File: src/rtl/morse_pkg.sv
// Shared types and default timing ratios for the Morse keyer.
package morse_pkg;

    typedef enum logic [2:0] {
        ST_IDLE,
        ST_MARK,
        ST_ELEM_GAP,
        ST_CHAR_GAP,
        ST_WORD_GAP
    } state_t;

    localparam logic SYM_DOT  = 1'b0;
    localparam logic SYM_DASH = 1'b1;

    localparam int unsigned DEF_DOT_CYCLES = 50;
    localparam int unsigned DEF_MAX_SYM    = 8;
    localparam int unsigned DEF_DASH_UNITS = 3;
    localparam int unsigned DEF_CHAR_UNITS = 3;
    localparam int unsigned DEF_WORD_UNITS = 7;

endpackage

File: src/rtl/morse_unit_timer.sv
// Free-running unit prescaler; tick marks the last cycle of each Morse unit.
module morse_unit_timer #(
    parameter int unsigned DOT_CYCLES = 50
) (
    input  logic clk,
    input  logic rst,
    input  logic clr,
    output logic tick
);

    localparam int unsigned CNT_W = (DOT_CYCLES > 1) ? $clog2(DOT_CYCLES) : 1;
    localparam logic [CNT_W-1:0] LAST = CNT_W'(DOT_CYCLES - 1);

    logic [CNT_W-1:0] cnt;

    // Clearing on acceptance makes unit boundaries phase-exact to the transfer.
    always_ff @(posedge clk) begin
        if (rst || clr) begin
            cnt <= '0;
        end else if (cnt == LAST) begin
            cnt <= '0;
        end else begin
            cnt <= cnt + CNT_W'(1);
        end
    end

    assign tick = (cnt == LAST);

endmodule

File: src/rtl/morse_keyer.sv
// Morse keyer: accepts one coded character per handshake and keys it with ITU timing.
module morse_keyer
    import morse_pkg::*;
#(
    parameter int unsigned DOT_CYCLES = DEF_DOT_CYCLES,
    parameter int unsigned MAX_SYM    = DEF_MAX_SYM,
    parameter int unsigned LEN_W      = $clog2(MAX_SYM + 1) + 1,
    parameter int unsigned DASH_UNITS = DEF_DASH_UNITS,
    parameter int unsigned CHAR_UNITS = DEF_CHAR_UNITS,
    parameter int unsigned WORD_UNITS = DEF_WORD_UNITS
) (
    input  logic               clk,
    input  logic               rst,
    input  logic               in_valid,
    output logic               in_ready,
    input  logic [MAX_SYM-1:0] in_sym,
    input  logic [LEN_W-1:0]   in_len,
    input  logic               in_space,
    output logic               key_out,
    output logic               busy,
    output logic               err
);

    localparam int unsigned UNIT_W = $clog2(DASH_UNITS + WORD_UNITS + 1);

    state_t             state;
    logic [MAX_SYM-1:0] sym_q;
    logic [LEN_W-1:0]   len_q;
    logic [LEN_W-1:0]   idx;
    logic [UNIT_W-1:0]  units;

    logic tick;
    logic accept_c;
    logic bad_len_c;
    logic last_elem_c;
    logic unit_done_c;

    assign accept_c    = in_valid && in_ready;
    assign bad_len_c   = (in_len > LEN_W'(MAX_SYM));
    assign last_elem_c = ((idx + LEN_W'(1)) == len_q);
    assign unit_done_c = tick && (units == UNIT_W'(1));

    function automatic logic [UNIT_W-1:0] elem_units(input logic s);
        return (s == SYM_DASH) ? UNIT_W'(DASH_UNITS) : UNIT_W'(1);
    endfunction

    morse_unit_timer #(
        .DOT_CYCLES(DOT_CYCLES)
    ) u_timer (
        .clk (clk),
        .rst (rst),
        .clr (accept_c),
        .tick(tick)
    );

    // Sequencer; the current element is always sym_q[0], shifted out after each mark.
    always_ff @(posedge clk) begin
        if (rst) begin
            state    <= ST_IDLE;
            sym_q    <= '0;
            len_q    <= '0;
            idx      <= '0;
            units    <= '0;
            key_out  <= 1'b0;
            busy     <= 1'b0;
            err      <= 1'b0;
            in_ready <= 1'b1;
        end else begin
            err <= 1'b0;
            if (state != ST_IDLE && tick && !unit_done_c) begin
                units <= units - UNIT_W'(1);
            end
            case (state)
                ST_IDLE: begin
                    if (accept_c) begin
                        if (in_space) begin
                            state    <= ST_WORD_GAP;
                            units    <= UNIT_W'(WORD_UNITS - CHAR_UNITS);
                            busy     <= 1'b1;
                            in_ready <= 1'b0;
                        end else if (bad_len_c) begin
                            err <= 1'b1;
                        end else if (in_len == '0) begin
                            state    <= ST_CHAR_GAP;
                            units    <= UNIT_W'(CHAR_UNITS);
                            busy     <= 1'b1;
                            in_ready <= 1'b0;
                        end else begin
                            state    <= ST_MARK;
                            sym_q    <= in_sym;
                            len_q    <= in_len;
                            idx      <= '0;
                            units    <= elem_units(in_sym[0]);
                            key_out  <= 1'b1;
                            busy     <= 1'b1;
                            in_ready <= 1'b0;
                        end
                    end
                end
                ST_MARK: begin
                    if (unit_done_c) begin
                        key_out <= 1'b0;
                        if (last_elem_c) begin
                            state <= ST_CHAR_GAP;
                            units <= UNIT_W'(CHAR_UNITS);
                        end else begin
                            state <= ST_ELEM_GAP;
                            units <= UNIT_W'(1);
                            sym_q <= sym_q >> 1;
                        end
                    end
                end
                ST_ELEM_GAP: begin
                    if (unit_done_c) begin
                        state   <= ST_MARK;
                        idx     <= idx + LEN_W'(1);
                        units   <= elem_units(sym_q[0]);
                        key_out <= 1'b1;
                    end
                end
                ST_CHAR_GAP, ST_WORD_GAP: begin
                    if (unit_done_c) begin
                        state    <= ST_IDLE;
                        busy     <= 1'b0;
                        in_ready <= 1'b1;
                    end
                end
                default: begin
                    state    <= ST_IDLE;
                    key_out  <= 1'b0;
                    busy     <= 1'b0;
                    in_ready <= 1'b1;
                end
            endcase
        end
    end

endmodule

File: config.mk
export PLATFORM = sky130hd
export DESIGN_NAME = morse_keyer
export DESIGN_NICKNAME = d
export VERILOG_FILES = /design/src/rtl/morse_pkg.sv /design/src/rtl/morse_unit_timer.sv /design/src/rtl/morse_keyer.sv
export SDC_FILE = /design/constraint.sdc
export NUM_CORES = 1
export LEC_CHECK = 0
export ABC_AREA = 1
export CAP_MARGIN = 25
export CORE_MARGIN = 4
export CORE_UTILIZATION = 25
export CTS_CLUSTER_DIAMETER = 30
export DETAILED_ROUTE_END_ITERATION = 8
export GPL_ROUTABILITY_DRIVEN = 0
export PLACE_DENSITY = 0.51
export SLEW_MARGIN = 20
export SYNTH_ARGS = -nofsm -noshare
export SYNTH_HDL_FRONTEND = slang
export SYNTH_SLANG_ARGS = --single-unit
File: constraint.sdc
create_clock -name clk -period 1.8 [get_ports clk]
set_input_delay 0.36 -clock clk [delete_from_list [all_inputs] [get_ports clk]]
set_output_delay 0.36 -clock clk [all_outputs]
set_load 0.02 [all_outputs]
==> results.sh, run 1 <==
export IMPL_worstPathArrival_ns=1.85
export IMPL_synth_edf_count=0
export IMPL_period_minus_slack_ns=1.67
export IMPL_hold_slack_ns=0.463
export IMPL_maxSlewViolCount=0
export IMPL_layout_drive_gt1_share_pct=17.1
export IMPL_min_period_over_period_pct=92.6
export IMPL_setup_viol=0
export IMPL_post_route_util_pct=35.1
export IMPL_ys_seq_area_share_pct=35.6
export IMPL_synth_top_area_share_pct=35.6
export IMPL_avgSynthCellArea_um2=6.38
export IMPL_antenna_found_initial=0
export IMPL_cts_hold_buf=0
export IMPL_io_pins=21
export IMPL_max_slew_worst_pin_slew_ns=0.273
export IMPL_portBuffers=20
export IMPL_rows=32
export IMPL_synth_area_top_cells="dfxtp_1, nand2_1, nor2_1, inv_1, nand3_1"
export IMPL_netlist_area_um2=1970
export IMPL_synth_most_common_cell="nand2_1"
export IMPL_hold_violations=0
export IMPL_synthesis_nets=331
export IMPL_routed_via_density=4.36
export IMPL_cp_required_ns=1.98
export IMPL_coreArea_um2=7690
export IMPL_synth_commonest_cells="nand2_1, nor2_1, inv_1"
export IMPL_cp_max_fo=5
export IMPL_synth_seq_cells=35
export IMPL_dr_pass1_iters=4
export IMPL_yosysWarnings=0
export IMPL_fp_dieArea_um2=9370
export IMPL_diodes=0
export IMPL_drtAntennaViolNets=0
export IMPL_powerDensity_nw_per_um2=909
export IMPL_synth_distinct_cells=29
export IMPL_start_kind="register"
export IMPL_root_buffer="clkbuf_8"
export IMPL_wl_per_cell_um=10.8
export IMPL_status="finished, final reports clean"
export IMPL_final_area_um2=2700
export IMPL_synth_ff_type="dfxtp_1"
export IMPL_maxSlewHeadroom_pct=81.7
export IMPL_cpMaxStageDelayCell="dfxtp_1"
export IMPL_vdd_ir_drop_max_mv=0.468
export IMPL_wirelength_um=4990
export IMPL_stdcell_count=464
export IMPL_grt_overflow_total=0
export IMPL_tns_ns=0
export IMPL_clock_path_buffers=2
export IMPL_netlist_instances=309
export IMPL_grt_util_all_layers_pct=10.9
export IMPL_grt_pass1_vias=1929
export IMPL_fp_dieH_um=96.8
export IMPL_area_delta_synth_final_pct=37.0
export IMPL_vias=2025
export IMPL_synth_async_sr_flop_share_pct=0
export IMPL_yosys_area_top_type="dfxtp_1"
export IMPL_fmaxAchievable_mhz=600
export IMPL_grt_pass1_wl_um=8450
export IMPL_fp_dieW_um=96.8
export IMPL_cts_tree="yes"
export IMPL_cts_sinks=35
export IMPL_drt_iter0_drc=113
export IMPL_cp_cell_sequence="inv_1, ha_1, nand3_1, nor2_4, nand2_2, a21oi_2, nand4_1, inv_1, nand2_1, o21ai_0, nand2_1"
export IMPL_cts_max_level=2
export IMPL_hpwl_um=3710
export IMPL_maxCapViolCount=0
export IMPL_placed_area_um2=2480
export IMPL_path_class="register to register"
export IMPL_end_kind="register"
export IMPL_final_nets=383
export IMPL_fin_skew_ns=0.0163
export IMPL_worstSkewPairLatency_ns=0.29
export IMPL_initial_utilization_pct=25.6
export IMPL_leakagePower_nw=1.27
export IMPL_place_inst=452
export IMPL_cp_slowest_stage_delay_ns=0.33
export IMPL_clk_pin_slew_worst_paths_ns=0.08
export IMPL_cts_buffers_inserted=5
export IMPL_drc=0
export IMPL_grt_max_degree=17
export IMPL_hold_path_class="input pin to register"
-- placed cells by master (no fill, tap or decap), drive strengths merged --
cell,netlist,layout
ha,5,5
clkbuf,2,7
nand3b,1,1
a211oi,3,3
nor3,8,8
o21ai,20,20
or2,1,1
o22ai,1,1
clkinvlp,0,1
clkdlybuf4s50,0,15
nand2,82,83
a21oi,18,18
nor3b,1,1
xor2,3,3
o31ai,1,1
nor2,46,46
nand3,20,20
dlymetal6s2s,0,5
inv,49,49
dfxtp,35,35
nand4,8,8
buf,4,30
xnor2,1,1
-- power breakdown --
group / total (W) / leakage, nW / switching, W / internal (W)
clock: 0.000638 / 0.0505 / 0.000289 / 0.000348
combinational: 0.000902 / 0.933 / 0.000528 / 0.000374
sequential: 0.000915 / 0.284 / 0.0000579 / 0.000858
-- layer usage --
layer,vias to the layer above,global-route usage [%],part of all wire [%]
met4,0,5.18,1.9
met3,8,2.74,5.0
met5,-,0,0
met2,34,16.4,43
li1,1088,-,-
met1,895,14.4,50
-- per-stage QoR --
stage,total power (W),setup slack [ns]
floorplan,0.00145,0.150
global placement,0.00178,-0.190
detailed placement,0.00178,-0.238
CTS,0.00243,0.0598
global route,0.00265,-0.0340
finish,0.00246,0.132
-- state kept, by name, summed over array words and instances (netlist names) --
name,count
busy,1
err,1
idx,5
in_ready,1
key_out,1
len_q,5
state,3
sym_q,8
u_timer.cnt,6
units,4
-- worst max-delay path: cells and delay by family (launching register included) --
kind	cells	cell delay, ns
AND/OR/NAND/NOR	6	0.67
buffers and inverters	2	0.15
adder cells (fa/ha/maj)	1	0.14
flip-flops	1	0.33
AO/OA/AOI/OAI	2	0.27
-- cell type report --
cell class                      instances  area, µm²
Sequential cell                        35        701
Multi-Input combinational cell        220       1130
Timing Repair Buffer                   50        450
Clock buffer                            7       96.3
Inverter                               49        184
Tap cell                              102        128
Fill cell                             840       4990
Clock inverter                          1       7.51
-- kinds of logic after synthesis --
logic type / share of synthesized area, %
adders and majority gates: 3.17
AOI/OAI and AO/OA: 11.5
xor gates and xnor gates: 1.78
and+or+nand+nor: 36.8
DFF: 35.6
buffers and inverters: 11.2
-- timing repair --
action	CTS	global route
endpoints found under the setup margin	0	26
gates resized for setup	0	22
setup buffers	0	3
-- worst paths after layout --
kind / startpoint / end / slack (ns) / depth (start not counted)
setup / recovery: u_timer.cnt[1]$_SDFF_PP0_ / in_ready$_SDFFE_PP1P_ / 0.13 / 11
hold / removal: in_len[2] / len_q[2]$_SDFFE_PP0P_ / 0.46 / 4
setup reg to reg: u_timer.cnt[1]$_SDFF_PP0_ / in_ready$_SDFFE_PP1P_ / 0.13 / 11
hold reg to reg: u_timer.cnt[3]$_SDFF_PP0_ / u_timer.cnt[3]$_SDFF_PP0_ / 0.48 / 2
Power figures use the tool's default switching activity.
==> run 2: changes to the inputs <==
ABC_AREA = 0   (was 1)
==> results.sh, run 2 <==
export IMPL_vdd_ir_drop_max_mv=0.283
export IMPL_path_class="register to register"
export IMPL_synth_area_top_cells="dfxtp_1, nor2_1, mux2i_1, mux2_4, ha_1"
export IMPL_io_pins=21
export IMPL_grt_setup_unrepaired="true"
export IMPL_nFillCells=825
export IMPL_synthesis_nets=248
export IMPL_drc=0
export IMPL_drtAntennaViolNets=0
export IMPL_fin_skew_ns=0.00961
export IMPL_wirelength_um=5260
export IMPL_cts_buffers_inserted=5
export IMPL_synth_commonest_cells="dfxtp_1, nor2_1, mux2i_1"
export IMPL_synth_distinct_cells=55
export IMPL_cp_max_fo=4
export IMPL_p_int_w=0.00125
export IMPL_yosys_area_top_type="dfxtp_1"
export IMPL_placed_area_um2=2720
export IMPL_violations="negative setup slack"
export IMPL_cts_hold_buf=0
export IMPL_top_regs="sym_q: 8 flops, u_timer.cnt: 6 flops"
export IMPL_worstSkewPairLatency_ns=0.29
export IMPL_clk_pin_slew_worst_paths_ns=0.07
export IMPL_largest_reg_flops=8
export IMPL_fp_dieArea_um2=9560
export IMPL_clock_path_buffers=2
export IMPL_end_kind="register"
export IMPL_drt_iter0_drc=74
export IMPL_netlist_instances=226
export IMPL_cts_sinks=35
export IMPL_final_common_cell="buf_4"
export IMPL_grt_max_degree=19
export IMPL_leakagePower_nw=1.19
export IMPL_p_sw_share_pct=28.4
export IMPL_cp_required_ns=1.98
export IMPL_setup_viol=16
export IMPL_wl_per_cell_um=13.0
export IMPL_layout_drive_gt1_share_pct=38.1
export IMPL_yosysWarnings=0
export IMPL_grt_pass1_vias=1870
export IMPL_fp_dieH_um=97.8
export IMPL_diodes=0
export IMPL_maxSlewViolCount=0
export IMPL_final_nets=323
export IMPL_tns_ns=-0.448
export IMPL_synth_async_sr_flop_share_pct=0
export IMPL_worstPathArrival_ns=2.10
export IMPL_min_period_over_period_pct=106
export IMPL_p_sw_w=0.000496
export IMPL_portBuffers=20
export IMPL_fp_dieW_um=97.8
export IMPL_largest_register="sym_q"
export IMPL_wl_met2_um=2510
export IMPL_hpwl_um=3930
export IMPL_status="finished, violations left"
export IMPL_maxSlewHeadroom_pct=68.4
export IMPL_wirelength_met1_um=2490
export IMPL_powerDensity_nw_per_um2=578
export IMPL_synth_edf_count=0
export IMPL_ys_seq_area_share_pct=34.8
export IMPL_start_kind="register"
export IMPL_rows=32
export IMPL_avgSynthCellArea_um2=8.91
export IMPL_final_cell_mix="buf_4, nor2_1, dfxtp_1"
export IMPL_post_route_util_pct=38.9
export IMPL_antenna_found_initial=0
export IMPL_cts_max_level=2
export IMPL_p_seq_share_pct=47.0
export IMPL_coreArea_um2=7770
export IMPL_top_layer="met4"
export IMPL_synth_seq_cells=35
export IMPL_synth_ff_type="dfxtp_1"
export IMPL_grt_pass1_wl_um=8980
export IMPL_hold_path_class="register to register"
export IMPL_grt_util_all_layers_pct=11.3
export IMPL_vias=1883
export IMPL_hold_violations=0
export IMPL_routed_via_density=4.66
export IMPL_root_buffer="clkbuf_8"
export IMPL_p_clk_share_pct=33.3
export IMPL_final_area_um2=3020
export IMPL_synth_top_area_share_pct=34.8
export IMPL_dr_wl_met3_um=223
export IMPL_place_ws_ns=-0.625
export IMPL_area_delta_synth_final_pct=50.1
export IMPL_grt_overflow_total=0
export IMPL_maxCapViolCount=0
export IMPL_finalWorstSetupSlack_ns=-0.116
export IMPL_fmaxAchievable_mhz=522
export IMPL_dr_pass1_iters=4
export IMPL_initial_utilization_pct=25.9
export IMPL_period_minus_slack_ns=1.92
export IMPL_max_slew_worst_pin_slew_ns=0.470
export IMPL_cts_tree="yes"
export IMPL_power_frac_comb_pct=19.7
export IMPL_netlist_area_um2=2010
run 2: cell count changes in the layout (fill, tap and decap cells not counted), moves of 10 or more:
cell and change:
nand2_1 -71, inv_1 -39, buf_4 +24, mux2i_1 +13
nand3_1 -11, o21ai_0 -11, nor2_1 -10, nor2b_1 +10
run 2: worst paths after layout:
| path | startpoint | to | slack, ns | depth (start not counted) |
|---|---|---|---|---|
| hold / removal | sym_q[7]$_SDFFE_PP0P_ | sym_q[7]$_SDFFE_PP0P_ | 0.47 | 2 |
| hold reg to reg | sym_q[7]$_SDFFE_PP0P_ | sym_q[7]$_SDFFE_PP0P_ | 0.47 | 2 |
| setup / recovery | units[1]$_SDFF_PP0_ | key_out$_SDFFE_PP0P_ | -0.12 | 8 |
| setup reg to reg | units[1]$_SDFF_PP0_ | key_out$_SDFFE_PP0P_ | -0.12 | 8 |
run 2: area by class of cell:
| type | count | area [µm²] | share of cell area (%) |
|---|---|---|---|
| clock buffer | 5 | 68.8 | 2.28 |
| clock inverter | 3 | 20.0 | 0.662 |
| inverter | 6 | 22.5 | 0.745 |
| multi-input combinational | 174 | 1410 | 46.6 |
| sequential | 35 | 707 | 23.4 |
| tap | 102 | 128 | 4.22 |
| timing repair buffer | 79 | 669 | 22.1 |
run 2: logic make-up after synthesis:
group,count (synthesis),synth area share [%]
multiplexers,20,11.7
adder cells (fa/ha/maj),6,3.60
AND/OR/NAND/NOR,92,25.2
buffers and inverters,17,3.91
flip-flops,35,34.8
XOR/XNOR,11,4.78
AO/OA/AOI/OAI,45,16.1
run 2: power by group through the flow:
stage	Sequential, W	Clock (W)	Combinational, W
after floorplan	0.000846	0	0.000152
after detailed placement	0.000836	0	0.000324
final	0.000821	0.000583	0.000344
after CTS	0.000822	0.000603	0.000337
after global placement	0.000836	0	0.000324
after global routing	0.000825	0.000634	0.000377
run 2: metal layers:
| layer | vias to the layer above | track usage, % |
|---|---|---|
| met2 | 35 | 18.7 |
| li1 | 964 | - |
| met5 | - | 0 |
| met3 | 6 | 2.93 |
| met4 | 0 | 2.24 |
| met1 | 878 | 15.0 |
run 2: stage by stage:
step	instances	hold WS, ns	total power (W)
4_1_cts	402	0.469	0.00176
2_1_floorplan	226	0.434	0.000997
6_report	404	0.465	0.00175
3_5_place_dp	392	0.457	0.00116
3_3_place_gp	392	0.447	0.00116
5_1_grt	404	0.500	0.00184
run 2: repair_timing:
item,CTS,global route
pin swaps,23,15
buffers inserted,2,2
resized for setup,35,20
gates cloned,0,0
endpoints found under the setup margin,27,23
endpoints found under the hold margin,0,0
run 2: critical path: stages, from the launching register on:
cell and delay, ns:
dfxtp_2 0.33, inv_2 0.07, ha_4 0.11, or3b_4 0.39, buf_6 0.14, or3_4 0.36
nor2_4 0.10, o32ai_2 0.08, a32o_2 0.23
==> run 3: changes to the inputs <==
GPL_TIMING_DRIVEN = 0   (was unset)
==> results.sh, run 3 (same netlist as run 2, synthesis figures left out) <==
export IMPL_status="finished, violations left"
export IMPL_violations="negative setup slack"
export IMPL_cts_max_level=2
export IMPL_worstPathArrival_ns=2.13
export IMPL_area_delta_synth_final_pct=32.5
export IMPL_dr_pass1_iters=4
export IMPL_hold_violations=0
export IMPL_setup_viol=17
export IMPL_grt_pass1_vias=1810
export IMPL_nFillCells=823
export IMPL_portBuffers=20
export IMPL_drt_iter0_drc=78
export IMPL_root_buffer="clkbuf_8"
export IMPL_top_regs="sym_q: 8 flops, u_timer.cnt: 6 flops"
export IMPL_grt_max_degree=11
export IMPL_post_route_util_pct=34.4
export IMPL_period_minus_slack_ns=1.96
export IMPL_maxSlewViolCount=0
export IMPL_cts_sinks=35
export IMPL_cts_tree="yes"
export IMPL_antenna_found_initial=0
export IMPL_hpwl_um=3620
export IMPL_min_period_over_period_pct=109
export IMPL_drc=0
export IMPL_grt_util_all_layers_pct=10.9
export IMPL_drtAntennaViolNets=0
export IMPL_worstSkewPairLatency_ns=0.28
export IMPL_final_nets=292
export IMPL_fmaxAchievable_mhz=510
export IMPL_wl_per_cell_um=14.2
export IMPL_tns_ns=-1.80
export IMPL_cp_max_fo=8
export IMPL_wirelength_um=5310
export IMPL_io_pins=21
export IMPL_powerDensity_nw_per_um2=659
export IMPL_rows=32
export IMPL_diodes=0
export IMPL_fp_dieArea_um2=9560
export IMPL_path_class="register to register"
export IMPL_start_kind="register"
export IMPL_fp_dieW_um=97.8
export IMPL_seq_area_um2=706
export IMPL_total_power_w=0.00176
export IMPL_fin_skew_ns=0.00749
export IMPL_initial_utilization_pct=25.9
export IMPL_max_slew_worst_pin_slew_ns=0.847
export IMPL_clock_path_buffers=2
export IMPL_routed_via_density=4.83
export IMPL_clk_pin_slew_worst_paths_ns=0.08
export IMPL_final_cell_mix="nor2_1, dfxtp_1, buf_4"
export IMPL_cp_required_ns=1.97
export IMPL_maxSlewHeadroom_pct=43.1
export IMPL_leakagePower_nw=0.992
export IMPL_layout_drive_gt1_share_pct=21.0
export IMPL_vdd_ir_drop_max_mv=0.237
export IMPL_coreArea_um2=7770
export IMPL_finalWorstSetupSlack_ns=-0.159
export IMPL_hold_path_class="input pin to register"
export IMPL_multiInputGateArea_um2=1330
export IMPL_largest_register="sym_q"
export IMPL_largest_reg_flops=8
export IMPL_vias=1803
export IMPL_final_common_cell="nor2_1"
export IMPL_fp_dieH_um=97.8
export IMPL_grt_overflow_total=0
export IMPL_grt_setup_unrepaired="true"
export IMPL_grt_pass1_wl_um=8490
export IMPL_maxCapViolCount=0
export IMPL_cts_buffers_inserted=5
export IMPL_end_kind="register"
-- run 3: layer usage --
| layer | GRT usage, % | vias to the layer above | wire length (µm) |
|---|---|---|---|
| li1 | - | 903 | - |
| met1 | 14.0 | 852 | 2520 |
| met2 | 18.2 | 40 | 2490 |
| met3 | 2.57 | 8 | 244 |
| met4 | 2.98 | 0 | 49 |
| met5 | 0 | - | 0 |
-- run 3: metrics by stage --
| stage | cell area [µm²] | hold WS (ns) | std cells | worst slack (ns) |
|---|---|---|---|---|
| floorplan | 2030 | 0.434 | 226 | -0.183 |
| global placement | 2350 | 0.447 | 348 | -1.05 |
| detailed placement | 2350 | 0.455 | 348 | -1.06 |
| CTS | 2650 | 0.466 | 372 | -0.125 |
| global route | 2670 | 0.480 | 373 | -0.238 |
| finish | 2670 | 0.425 | 373 | -0.159 |
-- run 3: repair_timing --
action	CTS	global route
gates resized for setup	23	6
gates cloned	0	0
hold buffers	0	0
endpoints found under the setup margin	27	28
pin swaps	8	4
buffers inserted	16	1
-- run 3: path summary, 6_finish.rpt --
kind	depth (start not counted)	end	slack, ns	from
max reg2reg	8	sym_q[2]$_SDFFE_PP0P_	-0.16	units[1]$_SDFF_PP0_
min reg2reg	2	sym_q[7]$_SDFFE_PP0P_	0.46	sym_q[7]$_SDFFE_PP0P_
min	3	in_ready$_SDFFE_PP1P_	0.42	in_valid
max	8	sym_q[2]$_SDFFE_PP0P_	-0.16	units[1]$_SDFF_PP0_
-- run 3: worst max-delay path: stages (launching register included) --
cell     delay (ns)
dfxtp_2        0.33
inv_2          0.07
ha_4           0.12
or3b_4         0.42
nor3_4         0.18
a21oi_2        0.08
a31o_1         0.21
buf_6          0.15
mux2_4         0.29
-- run 3: where the power goes --
| group | leakage [nW] | switching, W | total, W | internal [W] |
|---|---|---|---|---|
| Clock | 0.0515 | 0.000288 | 0.000638 | 0.000350 |
| Combinational | 0.655 | 0.000159 | 0.000301 | 0.000143 |
| Sequential | 0.285 | 0.0000196 | 0.000820 | 0.000801 |
-- run 3: final cells by class --
class | count | share of cell area (%)
Multi-Input combinational cell | 174 | 49.8
Sequential cell | 35 | 26.4
Timing Repair Buffer | 37 | 12.2
Tap cell | 102 | 4.78
Clock buffer | 8 | 3.75
Buffer | 11 | 2.20
Inverter | 6 | 0.843
